[config.mk]
export PLATFORM = sky130hd
export DESIGN_NAME = gb2312_glyph_renderer
export DESIGN_NICKNAME = d
export VERILOG_FILES = /design/src/rtl/gb2312_glyph_renderer.sv
export SDC_FILE = /design/constraint.sdc
export NUM_CORES = 1
export LEC_CHECK = 0
export BUFFER_PORTS_ARGS = -buffer_cell sky130_fd_sc_hd__buf_2
export CELL_PAD_IN_SITES_DETAIL_PLACEMENT = 2
export CELL_PAD_IN_SITES_GLOBAL_PLACEMENT = 2
export CORE_MARGIN = 4
export CORE_UTILIZATION = 30
export CTS_BUF_LIST = sky130_fd_sc_hd__clkbuf_16
export DETAILED_ROUTE_END_ITERATION = 10
export PLACE_DENSITY = 0.85
export RECOVER_POWER = 50
export SLEW_MARGIN = 10
export SYNTH_ARGS = -nofsm -noshare
export SYNTH_HDL_FRONTEND = slang
export SYNTH_SLANG_ARGS = --single-unit
[constraint.sdc]
create_clock -name clk -period 10.7 [get_ports clk]
set_input_delay 1.07 -clock clk [delete_from_list [all_inputs] [get_ports clk]]
set_output_delay 1.07 -clock clk [all_outputs]
set_load 0.02 [all_outputs]
[src/rtl/gb2312_glyph_renderer.sv]
// rtl/gb2312_glyph_renderer.sv - GB2312 code to coloured pixel stream renderer
//
// Fetches FONT_H font rows from an external ROM for one GB2312 glyph and streams
// the glyph as pixels, with optional 2x scaling and clipping to the screen.
// Optional build macro: GLYPH_TRANSPARENT_BG_EN (clear bits are not presented).
//
// Ports:
//   clk, rst_n                  clock, synchronous active-low reset
//   char_code, x_pos, y_pos     glyph code (hi=zone, lo=position) and top-left corner
//   fg_color, bg_color, scale2x colours for set/clear bits, 2x2 block scaling
//   start, busy, done, err_code request handshake; err_code=1 for a bad code
//   rom_rd, rom_addr, rom_data  font ROM row read, data valid 1 cycle after rom_rd
//   pix_valid, pix_ready        pixel stream handshake
//   pix_x, pix_y, pix_color     pixel coordinates and RGB565 colour

module gb2312_glyph_renderer #(
    parameter int SCREEN_W = 240,
    parameter int SCREEN_H = 320,
    parameter int FONT_W   = 24,
    parameter int FONT_H   = 24,
    parameter int COORD_W  = 10,
    parameter int ROM_AW   = 18
) (
    input  logic               clk,
    input  logic               rst_n,
    input  logic [15:0]        char_code,
    input  logic [COORD_W-1:0] x_pos,
    input  logic [COORD_W-1:0] y_pos,
    input  logic [15:0]        fg_color,
    input  logic [15:0]        bg_color,
    input  logic               scale2x,
    input  logic               start,
    output logic               busy,
    output logic               done,
    output logic               err_code,
    output logic               rom_rd,
    output logic [ROM_AW-1:0]  rom_addr,
    input  logic [FONT_W-1:0]  rom_data,
    output logic               pix_valid,
    input  logic               pix_ready,
    output logic [COORD_W-1:0] pix_x,
    output logic [COORD_W-1:0] pix_y,
    output logic [15:0]        pix_color
);

    localparam int CW = $clog2(2 * FONT_W + 1);
    localparam int LW = $clog2(2 * FONT_H + 1);
    localparam int RW = $clog2(FONT_H + 1);
    // One extra bit so x0+col / y0+line never wrap back onto the screen.
    localparam int XW = COORD_W + 1;

    typedef enum logic [2:0] {
        S_IDLE,
        S_CHECK,
        S_FETCH,
        S_CAP,
        S_EMIT,
        S_DONE
    } state_t;

    state_t state, state_nx;

    logic [15:0]        code_r;
    logic [COORD_W-1:0] x0_r, y0_r;
    logic [15:0]        fg_r, bg_r;
    logic               s2_r;
    logic [ROM_AW-1:0]  base_r;
    logic [RW-1:0]      row_r;
    logic [LW-1:0]      line_r;
    logic [CW-1:0]      col_r;
    logic [FONT_W-1:0]  row_buf;
    logic               err_r;

    logic               code_ok;
    logic [ROM_AW-1:0]  zone_off, pos_off, glyph_idx, glyph_base, fetch_addr;
    logic [XW-1:0]      px, py;
    logic [CW-1:0]      cidx;
    logic [FONT_W-1:0]  shifted;
    logic               bit_on, clip, skip, last_col, last_row, repeat_line, step;

    assign code_ok = (code_r[15:8] >= 8'hA1) && (code_r[15:8] <= 8'hF7) &&
                     (code_r[7:0]  >= 8'hA1) && (code_r[7:0]  <= 8'hFE);

    assign zone_off   = ROM_AW'(code_r[15:8]) - ROM_AW'(8'hA1);
    assign pos_off    = ROM_AW'(code_r[7:0])  - ROM_AW'(8'hA1);
    assign glyph_idx  = zone_off * ROM_AW'(94) + pos_off;
    assign glyph_base = glyph_idx * ROM_AW'(FONT_H);
    assign fetch_addr = base_r + ROM_AW'(row_r);

    assign px = XW'(x0_r) + XW'(col_r);
    assign py = XW'(y0_r) + XW'(line_r);

    // Font column = col/S; shifting left puts that bit at the MSB.
    assign cidx    = s2_r ? (col_r >> 1) : col_r;
    assign shifted = row_buf << cidx;
    assign bit_on  = shifted[FONT_W-1];

    assign clip = (px >= XW'(SCREEN_W)) || (py >= XW'(SCREEN_H));
`ifdef GLYPH_TRANSPARENT_BG_EN
    assign skip = clip || !bit_on;
`else
    assign skip = clip;
`endif

    assign last_col    = (col_r == (s2_r ? CW'(2 * FONT_W - 1) : CW'(FONT_W - 1)));
    assign last_row    = (row_r == RW'(FONT_H - 1));
    // In 2x mode the even line of a pair reuses the buffered font row.
    assign repeat_line = s2_r && !line_r[0];
    assign step        = (state == S_EMIT) && (skip || pix_ready);

    always_ff @(posedge clk) begin
        if (!rst_n) begin
            state <= S_IDLE;
        end else begin
            state <= state_nx;
        end
    end

    always_comb begin
        state_nx = state;
        case (state)
            S_IDLE:  if (start) state_nx = S_CHECK;
            S_CHECK: state_nx = code_ok ? S_FETCH : S_DONE;
            S_FETCH: state_nx = S_CAP;
            S_CAP:   state_nx = S_EMIT;
            S_EMIT: begin
                if (step && last_col) begin
                    if (repeat_line)   state_nx = S_EMIT;
                    else if (last_row) state_nx = S_DONE;
                    else               state_nx = S_FETCH;
                end
            end
            S_DONE:  state_nx = S_IDLE;
            default: state_nx = S_IDLE;
        endcase
    end

    always_ff @(posedge clk) begin
        if (!rst_n) begin
            code_r  <= '0;
            x0_r    <= '0;
            y0_r    <= '0;
            fg_r    <= '0;
            bg_r    <= '0;
            s2_r    <= 1'b0;
            base_r  <= '0;
            row_r   <= '0;
            line_r  <= '0;
            col_r   <= '0;
            row_buf <= '0;
            err_r   <= 1'b0;
        end else begin
            case (state)
                S_IDLE: begin
                    if (start) begin
                        code_r <= char_code;
                        x0_r   <= x_pos;
                        y0_r   <= y_pos;
                        fg_r   <= fg_color;
                        bg_r   <= bg_color;
                        s2_r   <= scale2x;
                        err_r  <= 1'b0;
                        row_r  <= '0;
                        line_r <= '0;
                        col_r  <= '0;
                    end
                end
                S_CHECK: begin
                    if (!code_ok) err_r <= 1'b1;
                    base_r <= glyph_base;
                end
                S_CAP: begin
                    row_buf <= rom_data;
                    col_r   <= '0;
                end
                S_EMIT: begin
                    if (step) begin
                        if (last_col) begin
                            col_r  <= '0;
                            line_r <= line_r + LW'(1);
                            if (!repeat_line && !last_row) row_r <= row_r + RW'(1);
                        end else begin
                            col_r <= col_r + CW'(1);
                        end
                    end
                end
                default: ;
            endcase
        end
    end

    assign busy      = (state != S_IDLE) && (state != S_DONE);
    assign done      = (state == S_DONE);
    assign err_code  = err_r;
    assign rom_rd    = (state == S_FETCH);
    assign rom_addr  = rom_rd ? fetch_addr : '0;
    assign pix_valid = (state == S_EMIT) && !skip;
    assign pix_x     = pix_valid ? px[COORD_W-1:0] : '0;
    assign pix_y     = pix_valid ? py[COORD_W-1:0] : '0;
    assign pix_color = pix_valid ? (bit_on ? fg_r : bg_r) : 16'h0000;

endmodule

# Word-level counts from Yosys, hierarchy flattened
# Cells that the tools add are included.
word_totals:
  out_inout_bits: 59
  input_bits: 97
  elab_cells: 99
  register_bits: 129
classes:
  n_mul: 2
  shifts: 1
  order_cmp: 6
  eq_ne: 14
  muxes: 28
  reduce_logical: 26
  add_sub_neg: 9
ops:
  columns: ["cell", "n"]
  rows:
  - ["$mux W6", 7]
  - ["$mux W16", 2]
  - ["$shl A24 B6 Y24", 1]
  - ["$add A10 B6 Y11", 2]
  - ["$mux W10", 2]
  - ["$mux W5", 4]
  - ["$add A18 B18 Y18", 1]
  - ["$add A18 B5 Y18", 1]
  - ["$mul A18 B2 Y15 const B", 1]
  - ["$mul A18 B6 Y17 const B", 1]
  - ["$mux W18", 1]
  - ["$pmux W6 S3", 1]
  - ["$sub A8 B8 Y9 const B", 2]
  - ["$ge A8 B8 Y1 const B", 2]
  - ["$le A8 B8 Y1 const B", 2]
  - ["$mux W3", 5]
  - ["$pmux W3 S5", 1]
  - ["$add A6 B1 Y6 const B", 2]
  - ["$pmux W6 S2", 1]
  - ["$ge A11 B8 Y1 const B", 1]
  - ["$ge A11 B9 Y1 const B", 1]
  - ["$pmux W5 S2", 1]
  - ["$logic_and A1 B1 Y1", 9]
  - ["$ne A2 B2 Y1 const B", 4]
  - ["other kinds (19)", 31]

# Longest topological paths before layout
# Gate-level depths: netlist of the first run.
logic_depth:
  word_depth: 8
  mapped_depth: 31
  depth_no_buf: 30

# Worst setup path after synthesis of the first run
# OpenSTA, ideal clock, no wires.
synth_timing:
  kind: "register -> register"
  from: "register code_r[8]"
  to: "register base_r[16]"
  setup_time_ps: 117
  arrival_time_ps: 6249
  path_buffers: 2
  required_time_ps: 10583
  period_less_slack_ps: 6366
  slack_ps: 4334
  stages_incl_launch_ff: 29
  cell_sequence: "dfxtp_1 buf_6 or4_4 or2_0 buf_2 xor2_1 ha_1 xnor2_1 fa_1 fa_1 inv_1 ha_1 inv_1 o21bai_1 a21oi_1 xnor2_1 ha_1 a21oi_1 nor2b_1 a221oi_1 nor2_1 ha_1 nand2_1 a211oi_1 nand2b_1 maj3_1 a21oi_1 xor2_1 o21ai_1"
synth_via:
  elab_chain_cells: 4
synth_lines:
  columns: ["element", "line", "text"]
  rows:
  - ["start: declaration", "63", "logic [15:0] code_r;"]
  - ["start signal: assignment", "156", "code_r <= char_code;"]
  - ["$sub A8 B8 Y9", "84", "assign zone_off = ROM_AW'(code_r[15:8]) - ROM_AW'(8'hA1);"]
  - ["$mul A18 B6 Y17", "86", "assign glyph_idx = zone_off * ROM_AW'(94) + pos_off;"]
  - ["$add A18 B18 Y18", "86", null]
  - ["$mul A18 B2 Y15", "87", "assign glyph_base = glyph_idx * ROM_AW'(FONT_H);"]
  - ["end signal: assignment", "170", "base_r <= glyph_base;"]
  - ["end: declaration", "67", "logic [ROM_AW-1:0] base_r;"]
# Every way passes these cells.
# A chain may end at the register's enable or synchronous reset.

# Worst setup path in the final report of the first run
# Same ends and word-level chain as after synthesis.

==> impl_metrics.ini, run 1 <==
[clock_network]
cts_tree = done
cts_made_buffers = 17
cts.sinks = 129
clkLatencyLatePin_ns = 0.42
post_cts_buffers = 0
path_clk_slew_ns = 0.06
root_buffer = clkbuf_16
htree_levels = 4
cts_resized = 0
hold_buffers = 0
cts_max_path_buffers = 2

[worst_setup_path]
critPathMaxFanout = 8
crit_slowest_cell = o41ai_2
path_depth = 30
criticalPathCategory = flop to flop
critPathTopFamily = adder cells
worstSetupEndpointType = flop
r2r-end = base_r[16]
critPathLaunchType = flop
cp_data_arrival_time_ns = 7.44
rrSetupSlack_ns = 3.57
cp.required_ns = 11.00
crit_buf_inv = 7
worst-r2r-cell-count = 30
timing.critical_path.mode_cell = inv_1
critPathLaunch = code_r[8]
slowest_delay_ns = 0.56
critical_path.endpoint = base_r[16]
r2r-start = code_r[8]

[placed_design]
place.gp.congestion = 0.7989
io_buffers = 152
dp_hpwl_microns = 23710

[synth]
seq_area_frac_synth = 0.2803
synthTopCellsByCount = nand2_1 (262), a21oi_1 (144), dfxtp_1 (129)
yosysMostFrequentCell = nand2_1
synth_area_leader_cell = dfxtp_1
syn_area_per_cell_sq_um = 7.678
async_flop_share = 0
ys_types = 75
syn_area_sq_um = 9214
yosys-top-cells-area = dfxtp_1 (28%), nand2_1 (11%), ha_1 (9.9%)
synth_flop_cell = dfxtp_1
synthCells = 1200
synth_top_area_share = 0.2803
yosys_warnings = 0
ys_seq_elements = 129
synth_edf_count = 0

[sta]
period_share = 0.6668
relSlewSlack = -1.329
tightest_slew_ns = 3.493
max_freq_ghz = 0.1402
grt_setup_unrepaired = no
finalSetupViolCount = 0
report.final.slew_viol_count = 120
whs_ns = 0.4573
hold_viol_final = 0
final.setup.tns_ns = 0
layout_min_cycle_time_ns = 7.135
fin_skew_ns = 0.01215

[global_route]
grt_pass1_vias = 9675
grt_overflow = 0
grt_pass1_wl_microns = 49600
gr-usage-all-layers = 0.1797
antenna_found_initial = 2
grt_max_degree = 75

[final_layout]
layout.nets = 1510
drive_gt1_frac = 0.1547
final_core_util = 0.3615
areaGrowthSynthToFinish_pct = 17.53

[route]
routed_wl_microns = 30350
wl_per_cell_microns = 17.60
detail-route-antenna-nets = 0
dr.pass1.iters = 5
viasPerCell = 5.034
vias = 8678
drc = 0
drt_iter0_drc = 307

[floorplanning]
pin_count = 156
core_sq_um = 29950
row_count = 63
dieWidth_microns = 183.3
dieArea_sq_um = 33580
die_h_microns = 183.3
initial_utilization = 0.3076

[run_status]
outcome = finished, violations left
violations = capacitance limit, slew limit

[run]
drv_cap = 2

[min_path]
worst_hold_path_type = flop to flop
worst min-delay path: cells and delay by family (launching register included):
family	cells	cell delay [ns]
DFF	1	0.31
and+or+nand+nor	1	0.05
AOI/OAI and AO/OA	1	0.05
worst min path at each step:
stage	from	to	slack (ns)	depth (start not counted)
5_1_grt	row_buf[23]	row_buf[23]	0.48	2
3_3_place_gp	row_buf[19]	row_buf[19]	0.44	2
6_report	bg_r[0]	bg_r[0]	0.46	2
3_5_place_dp	row_buf[14]	row_buf[14]	0.45	2
4_1_cts	bg_r[4]	bg_r[4]	0.46	2
2_1_floorplan	row_buf[10]	row_buf[10]	0.43	2
state kept, by name, summed over array words and instances, names as in the netlist, 3 cells and up:
register  flops
x0_r         10
row_r         5
base_r       15
y0_r         10
col_r         6
fg_r         16
code_r       16
line_r        6
row_buf      24
state         3
bg_r         16
per-stage QoR:
step / cells / area (sq um) / setup slack, ns
6_report: 1724 / 10830 / 3.565
5_1_grt: 1724 / 10830 / 3.028
4_1_cts: 1722 / 10830 / 3.530
3_5_place_dp: 1690 / 10270 / 3.534
3_3_place_gp: 1690 / 10270 / 3.945
2_1_floorplan: 1202 / 9221 / 4.334
cells in the final DEF, fill, tap and decap left out, types with 4 or more instances in the layout:
cell type and count:
ha_1 73, nor2b_1 18, buf_2 150, inv_1 73, a31oi_1 6, clkbuf_16 17
xnor2_1 43, and3_1 13, fa_1 21, a21boi_1 8, clkinvlp_4 4, nand2_1 261
dfxtp_1 129, nand3_1 17, nand2b_1 5, or3_1 15, o21ai_2 4, o21ai_0 20
xor2_1 37, o31ai_1 8, mux4_2 4, o21ai_1 19, buf_4 5, clkinv_1 4
a211oi_1 8, or4_1 7, nor3_1 13, a21o_1 10, mux2i_1 30, o21a_1 6
nor2_1 81, a21oi_1 144, nand4_1 9
metal layers:
layer  track usage  vias to the layer above  routed length (microns)
li1              -                     4285                        -
met1        0.2284                     4263                    13820
met2        0.3262                      114                    15400
met3       0.02321                       16                      838
met4       0.03695                        0                      294
met5             0                        -                        0
cell families after synthesis:
kind of cell,after synthesis,synth area share
DFF,129,0.2803
muxes,37,0.04658
AOI/OAI and AO/OA,259,0.1666
adders and majority gates,96,0.1469
xor gates and xnor gates,81,0.07849
buffers and inverters,136,0.05853
and+or+nand+nor,461,0.2222
other,1,0.0004070
final cells by class:
type	count	area (sq um)
multi-input cells	937	6100
well taps	390	488.0
clock buffers	17	425.4
diodes	2	5.005
flip-flops and latches	129	2582
clock inverters	15	142.6
fillers	3523	19120
repair buffers	158	799.5
inverters	76	286.5
Power of run 1 is left out: the tool's default activity adds up to more than one toggle a clock period on the data nets, which glitch-free logic cannot reach.
==> inputs of run 2 (changes only) <==
--- a/config.mk
+++ b/config.mk
@@ -5,6 +5,7 @@
 export SDC_FILE = /design/constraint.sdc
 export NUM_CORES = 1
 export LEC_CHECK = 0
+export ABC_AREA = 1
 export BUFFER_PORTS_ARGS = -buffer_cell sky130_fd_sc_hd__buf_2
 export CELL_PAD_IN_SITES_DETAIL_PLACEMENT = 2
 export CELL_PAD_IN_SITES_GLOBAL_PLACEMENT = 2
@@ -12,7 +13,7 @@
 export CORE_UTILIZATION = 30
 export CTS_BUF_LIST = sky130_fd_sc_hd__clkbuf_16
 export DETAILED_ROUTE_END_ITERATION = 10
-export PLACE_DENSITY = 0.85
+export PLACE_DENSITY = 0.87
 export RECOVER_POWER = 50
 export SLEW_MARGIN = 10
 export SYNTH_ARGS = -nofsm -noshare
==> constraint.sdc (replaced) <==
create_clock -name clk -period 7.2 [get_ports clk]
set_input_delay 0.72 -clock clk [delete_from_list [all_inputs] [get_ports clk]]
set_output_delay 0.72 -clock clk [all_outputs]
set_load 0.02 [all_outputs]
==> run 2 against run 1 <==
Net effect:
- the flow still finishes with violations (capacitance limit, slew limit)
- final area increased by 3.5%
- clock-buffer cell count stayed put
- sequential share of layout area fell by 0.81 points
- first-iteration DRC count rose by 20%
==> impl_metrics.ini, run 2 <==
[route]
routed_wl_microns = 34050
wl_met3_microns = 740
viasPerCell = 5.063
wl_per_cell_microns = 17.71
route.top_layer_used = met4
dr.pass1.iters = 4
vias = 9731
detail-route-antenna-nets = 0
wl_met1_microns = 14500
drt_iter0_drc = 369
wl_met2_microns = 18200
drc = 0

[clock_network]
htree_levels = 4
cts_tree = done
cts.sinks = 129
post_cts_buffers = 0
clkLatencyLatePin_ns = 0.43
path_clk_slew_ns = 0.07
root_buffer = clkbuf_16
cts_made_buffers = 17
cts_max_path_buffers = 2

[global_route]
grt_pass1_wl_microns = 55660
grt_overflow = 0
antenna_found_initial = 1
gr-usage-all-layers = 0.1981
grt_max_degree = 73
grt_pass1_vias = 10858

[worst_setup_path]
worstSetupEndpointType = flop
critPathMaxFanout = 7
crit_buf_inv = 7
cp.required_ns = 7.52
critPathLaunchType = flop
crit_slowest_cell = fa_1
timing.critical_path.mode_cell = inv_1
criticalPathCategory = flop to flop
critPathTopFamily = adder cells
slowest_delay_ns = 0.57
cp_data_arrival_time_ns = 6.98

[floorplanning]
dieArea_sq_um = 34640
die_h_microns = 186.1
row_count = 64
initial_utilization = 0.3079
pin_count = 156
core_sq_um = 30910
dieWidth_microns = 186.1

[sta]
relSlewSlack = -1.407
layout_min_cycle_time_ns = 6.661
report.final.slew_viol_count = 184
finalSetupViolCount = 0
final.setup.tns_ns = 0
tightest_slew_ns = 3.610
hold_viol_final = 0
period_share = 0.9251
max_freq_ghz = 0.1501
fin_skew_ns = 0.01202
grt_setup_unrepaired = no

[synth]
synth_flop_cell = dfxtp_1
yosysMostFrequentCell = nand2_1
synthCells = 1388
syn_area_per_cell_sq_um = 6.857
yosys_warnings = 0
ys_seq_elements = 129
syn_area_sq_um = 9518
synthTopCellsByCount = nand2_1 (251), inv_1 (173), a21oi_1 (165)
synth_edf_count = 0
synth_top_area_share = 0.2713
seq_area_frac_synth = 0.2713
yosys-top-cells-area = dfxtp_1 (27%), nand2_1 (9.9%), ha_1 (9.6%)
synth_area_leader_cell = dfxtp_1
ys_types = 52
async_flop_share = 0

[placed_design]
dp_hpwl_microns = 25840
io_buffers = 152
place.gp.congestion = 0.8101

[final_layout]
regMostFlops = row_buf
drive_gt1_frac = 0.1482
largest_reg_flops = 24
layout_common_cells = nand2_1 (250), inv_1 (172), a21oi_1 (164)
final_common_cell = nand2_1
layout.nets = 1703
areaGrowthSynthToFinish_pct = 17.77

[run_status]
outcome = finished, violations left
violations = capacitance limit, slew limit

[min_path]
worst_hold_path_type = flop to flop

[run]
drv_cap = 3
## run 2: through the flow
step | utilization | instances | setup WS (ns) | area [sq um] | hold WS (ns)
5_1_grt | 0.3627 | 1922 | 0.03393 | 11210 | 0.4865
3_3_place_gp | 0.3425 | 1889 | 0.8317 | 10590 | 0.4462
2_1_floorplan | - | 1390 | 1.290 | 9525 | 0.4301
4_1_cts | 0.3627 | 1921 | 0.4099 | 11210 | 0.4679
3_5_place_dp | 0.3425 | 1889 | 0.4718 | 10590 | 0.4583
6_report | 0.3627 | 1922 | 0.5391 | 11210 | 0.4641
## run 2: cells by family (layout without fill, tap and decap cells)
family,Yosys count,after routing,synth area share
xor+xnor,67,67,0.06244
compound gates,301,301,0.1723
other cells,1,4,0.0003940
buf+inv,240,375,0.1002
simple gates,556,556,0.2532
fa+ha+maj,94,94,0.1401
flops,129,129,0.2713
## run 2: path summary, 6_finish.rpt
path / startpoint / endpoint / slack [ns] / depth (start not counted)
worst max-delay path: code_r[8] / base_r[17] / 0.54 / 34
worst max register to register: code_r[8] / base_r[17] / 0.54 / 34
worst min-delay path: fg_r[11] / fg_r[11] / 0.46 / 2
worst min register to register: fg_r[11] / fg_r[11] / 0.46 / 2
## run 2: cell type report
class	instances	area, sq um
fillers	3794	19700
multi-input cells	1021	6023
flip-flops and latches	129	2582
repair buffers	159	792.0
inverters	184	690.7
well taps	396	495.5
clock buffers	17	425.4
clock inverters	15	197.7
diodes	1	2.502
## run 2: layer usage
layer	up-vias	global-route usage
li1	4779	-
met1	4794	0.2323
met2	118	0.3773
met3	40	0.03010
met4	0	0.04722
met5	-	0
## run 2: timing repair
item / CTS / global route
gates resized for setup: 0 / 5
endpoints found under the setup margin: 0 / 1
hold buffers: 0 / 0
## run 2: worst reg2reg max path: cells and delay by family, from the launching register on
kind	cells	cell delay [ns]
xor gates and xnor gates	3	0.57
adders and majority gates	7	2.63
AOI/OAI and AO/OA	5	0.82
and+or+nand+nor	12	1.53
DFF	1	0.45
buffers and inverters	7	0.56
Power of run 2 is left out for the same reason.
==> inputs of run 3 (changes only) <==
--- a/config.mk
+++ b/config.mk
@@ -10,10 +10,10 @@
 export CELL_PAD_IN_SITES_DETAIL_PLACEMENT = 2
 export CELL_PAD_IN_SITES_GLOBAL_PLACEMENT = 2
 export CORE_MARGIN = 4
-export CORE_UTILIZATION = 30
+export CORE_UTILIZATION = 32
 export CTS_BUF_LIST = sky130_fd_sc_hd__clkbuf_16
 export DETAILED_ROUTE_END_ITERATION = 10
-export PLACE_DENSITY = 0.87
+export PLACE_DENSITY = 0.92
 export RECOVER_POWER = 50
 export SLEW_MARGIN = 10
 export SYNTH_ARGS = -nofsm -noshare
==> run 3 against run 2 <==
Net effect:
- critical path type unchanged
- global-route usage rose by 2.2 points
- the run still ends with capacitance limit, slew limit left
- hold slack improved by 0.0034 ns
- first-iteration DRC count up 9.8%
- final area about the same
- cell count down 0.68%
- sequential cell count did not move
- via count up 1.5%
- maximum frequency up 0.15%
- worst setup slack gained 0.0096 ns
- core utilization is 2.4 points higher
- clock skew rose by 0.0042 ns
==> impl_metrics.ini, run 3 (synthesized netlist as in run 2, its figures left out) <==
[run_status]
outcome = finished, violations left
violations = capacitance limit, slew limit

[route]
drt_iter0_drc = 405
drc = 0
wl_per_cell_microns = 19.24
viasPerCell = 5.173
dr.pass1.iters = 4
routed_wl_microns = 36740
vias = 9875
detail-route-antenna-nets = 0

[final_layout]
final_common_cell = nand2_1
layout_common_cells = nand2_1 (250), inv_1 (172), a21oi_1 (164)
finalNonFillerCells = 1909
areaGrowthSynthToFinish_pct = 17.84
diodes = 0
largest_reg_flops = 24
fillCellCount = 3546
regMostFlops = row_buf
drive_gt1_frac = 0.1508
layout.nets = 1704

[sta]
layout_min_cycle_time_ns = 6.651
final.setup.tns_ns = 0
period_share = 0.9238
tightest_slew_ns = 2.659
hold_viol_final = 0
finalSetupViolCount = 0
report.final.slew_viol_count = 60
fin_skew_ns = 0.01621
relSlewSlack = -0.7728
max_freq_ghz = 0.1503

[floorplanning]
die_h_microns = 180.5
dieWidth_microns = 180.5
pin_count = 156
core_sq_um = 29010
dieArea_sq_um = 32570
initial_utilization = 0.3281
row_count = 62

[min_path]
worst_hold_path_type = flop to flop
holdPathStages = 2

[worst_setup_path]
worst-r2r-cell-count = 34
timing.critical_path.mode_cell = inv_1
criticalPathCategory = flop to flop
path_depth = 34
worstSetupEndpointType = flop
cp_data_arrival_time_ns = 7.03
cp.required_ns = 7.58
crit_buf_inv = 9
critPathTopFamily = adder cells
critPathMaxFanout = 7
crit_slowest_cell = fa_1
critPathLaunchType = flop
slowest_delay_ns = 0.53

[clock_network]
path_clk_slew_ns = 0.06
root_buffer = clkbuf_16
clkLatencyLatePin_ns = 0.44
cts_made_buffers = 17
htree_levels = 4
cts.sinks = 129
cts_tree = done
cts_max_path_buffers = 2

[global_route]
gr-usage-all-layers = 0.2198
grt_max_degree = 72
grt_pass1_vias = 11178
grt_overflow = 0
grt_pass1_wl_microns = 58870
antenna_found_initial = 0

[placed_design]
dp_hpwl_microns = 26200
io_buffers = 152
dpl.cell_count = 1877
place.gp.congestion = 0.8331

[run]
drv_cap = 1
-- run 3: path summary, 6_finish.rpt --
check | start | endpoint | slack [ns]
min | fg_r[5] | fg_r[5] | 0.47
max | code_r[8] | base_r[17] | 0.55
min reg2reg | fg_r[5] | fg_r[5] | 0.47
max reg2reg | code_r[8] | base_r[17] | 0.55
-- run 3: area by class of cell --
type	count	area (sq um)	share of cell area
multi-input combinational	1021	6023	0.5370
sequential	129	2582	0.2303
timing repair buffer	160	809.5	0.07218
inverter	184	690.7	0.06158
tap	384	480.5	0.04284
clock buffer	17	425.4	0.03793
clock inverter	14	203.9	0.01818
-- run 3: per-stage QoR --
step / hold slack [ns] / worst slack, ns / cell area, sq um / utilization
final: 0.4676 / 0.5487 / 11220 / 0.3866
after global routing: 0.4931 / -0.08302 / 11220 / 0.3866
after CTS: 0.4701 / 0.3039 / 11200 / 0.3861
after floorplan: 0.4301 / 1.290 / 9525 / -
after global placement: 0.4484 / 0.8439 / 10570 / 0.3644
after detailed placement: 0.4607 / 0.3565 / 10570 / 0.3644
-- run 3: layer usage --
layer	GRT usage	routed length (microns)
met2	0.4285	19950
met1	0.2471	15310
met3	0.02644	679
met4	0.06806	796
met5	0	0
-- run 3: worst reg2reg max path, delay by kind of cell, from the launching register on --
kind	cells	cell delay, ns
adder cells (fa/ha/maj)	7	2.69
AO/OA/AOI/OAI	6	1.10
AND/OR/NAND/NOR	9	1.07
buffers and inverters	9	0.66
XOR/XNOR	3	0.62
flip-flops	1	0.45
-- run 3: timing repair --
action | 4_1_cts | 5_1_grt
resized for setup | 0 | 4
hold buffers | 0 | 0
hold endpoints to repair | 0 | 0
setup buffers | 0 | 1
setup endpoints to repair | 0 | 2
Power of run 3 is left out for the same reason.
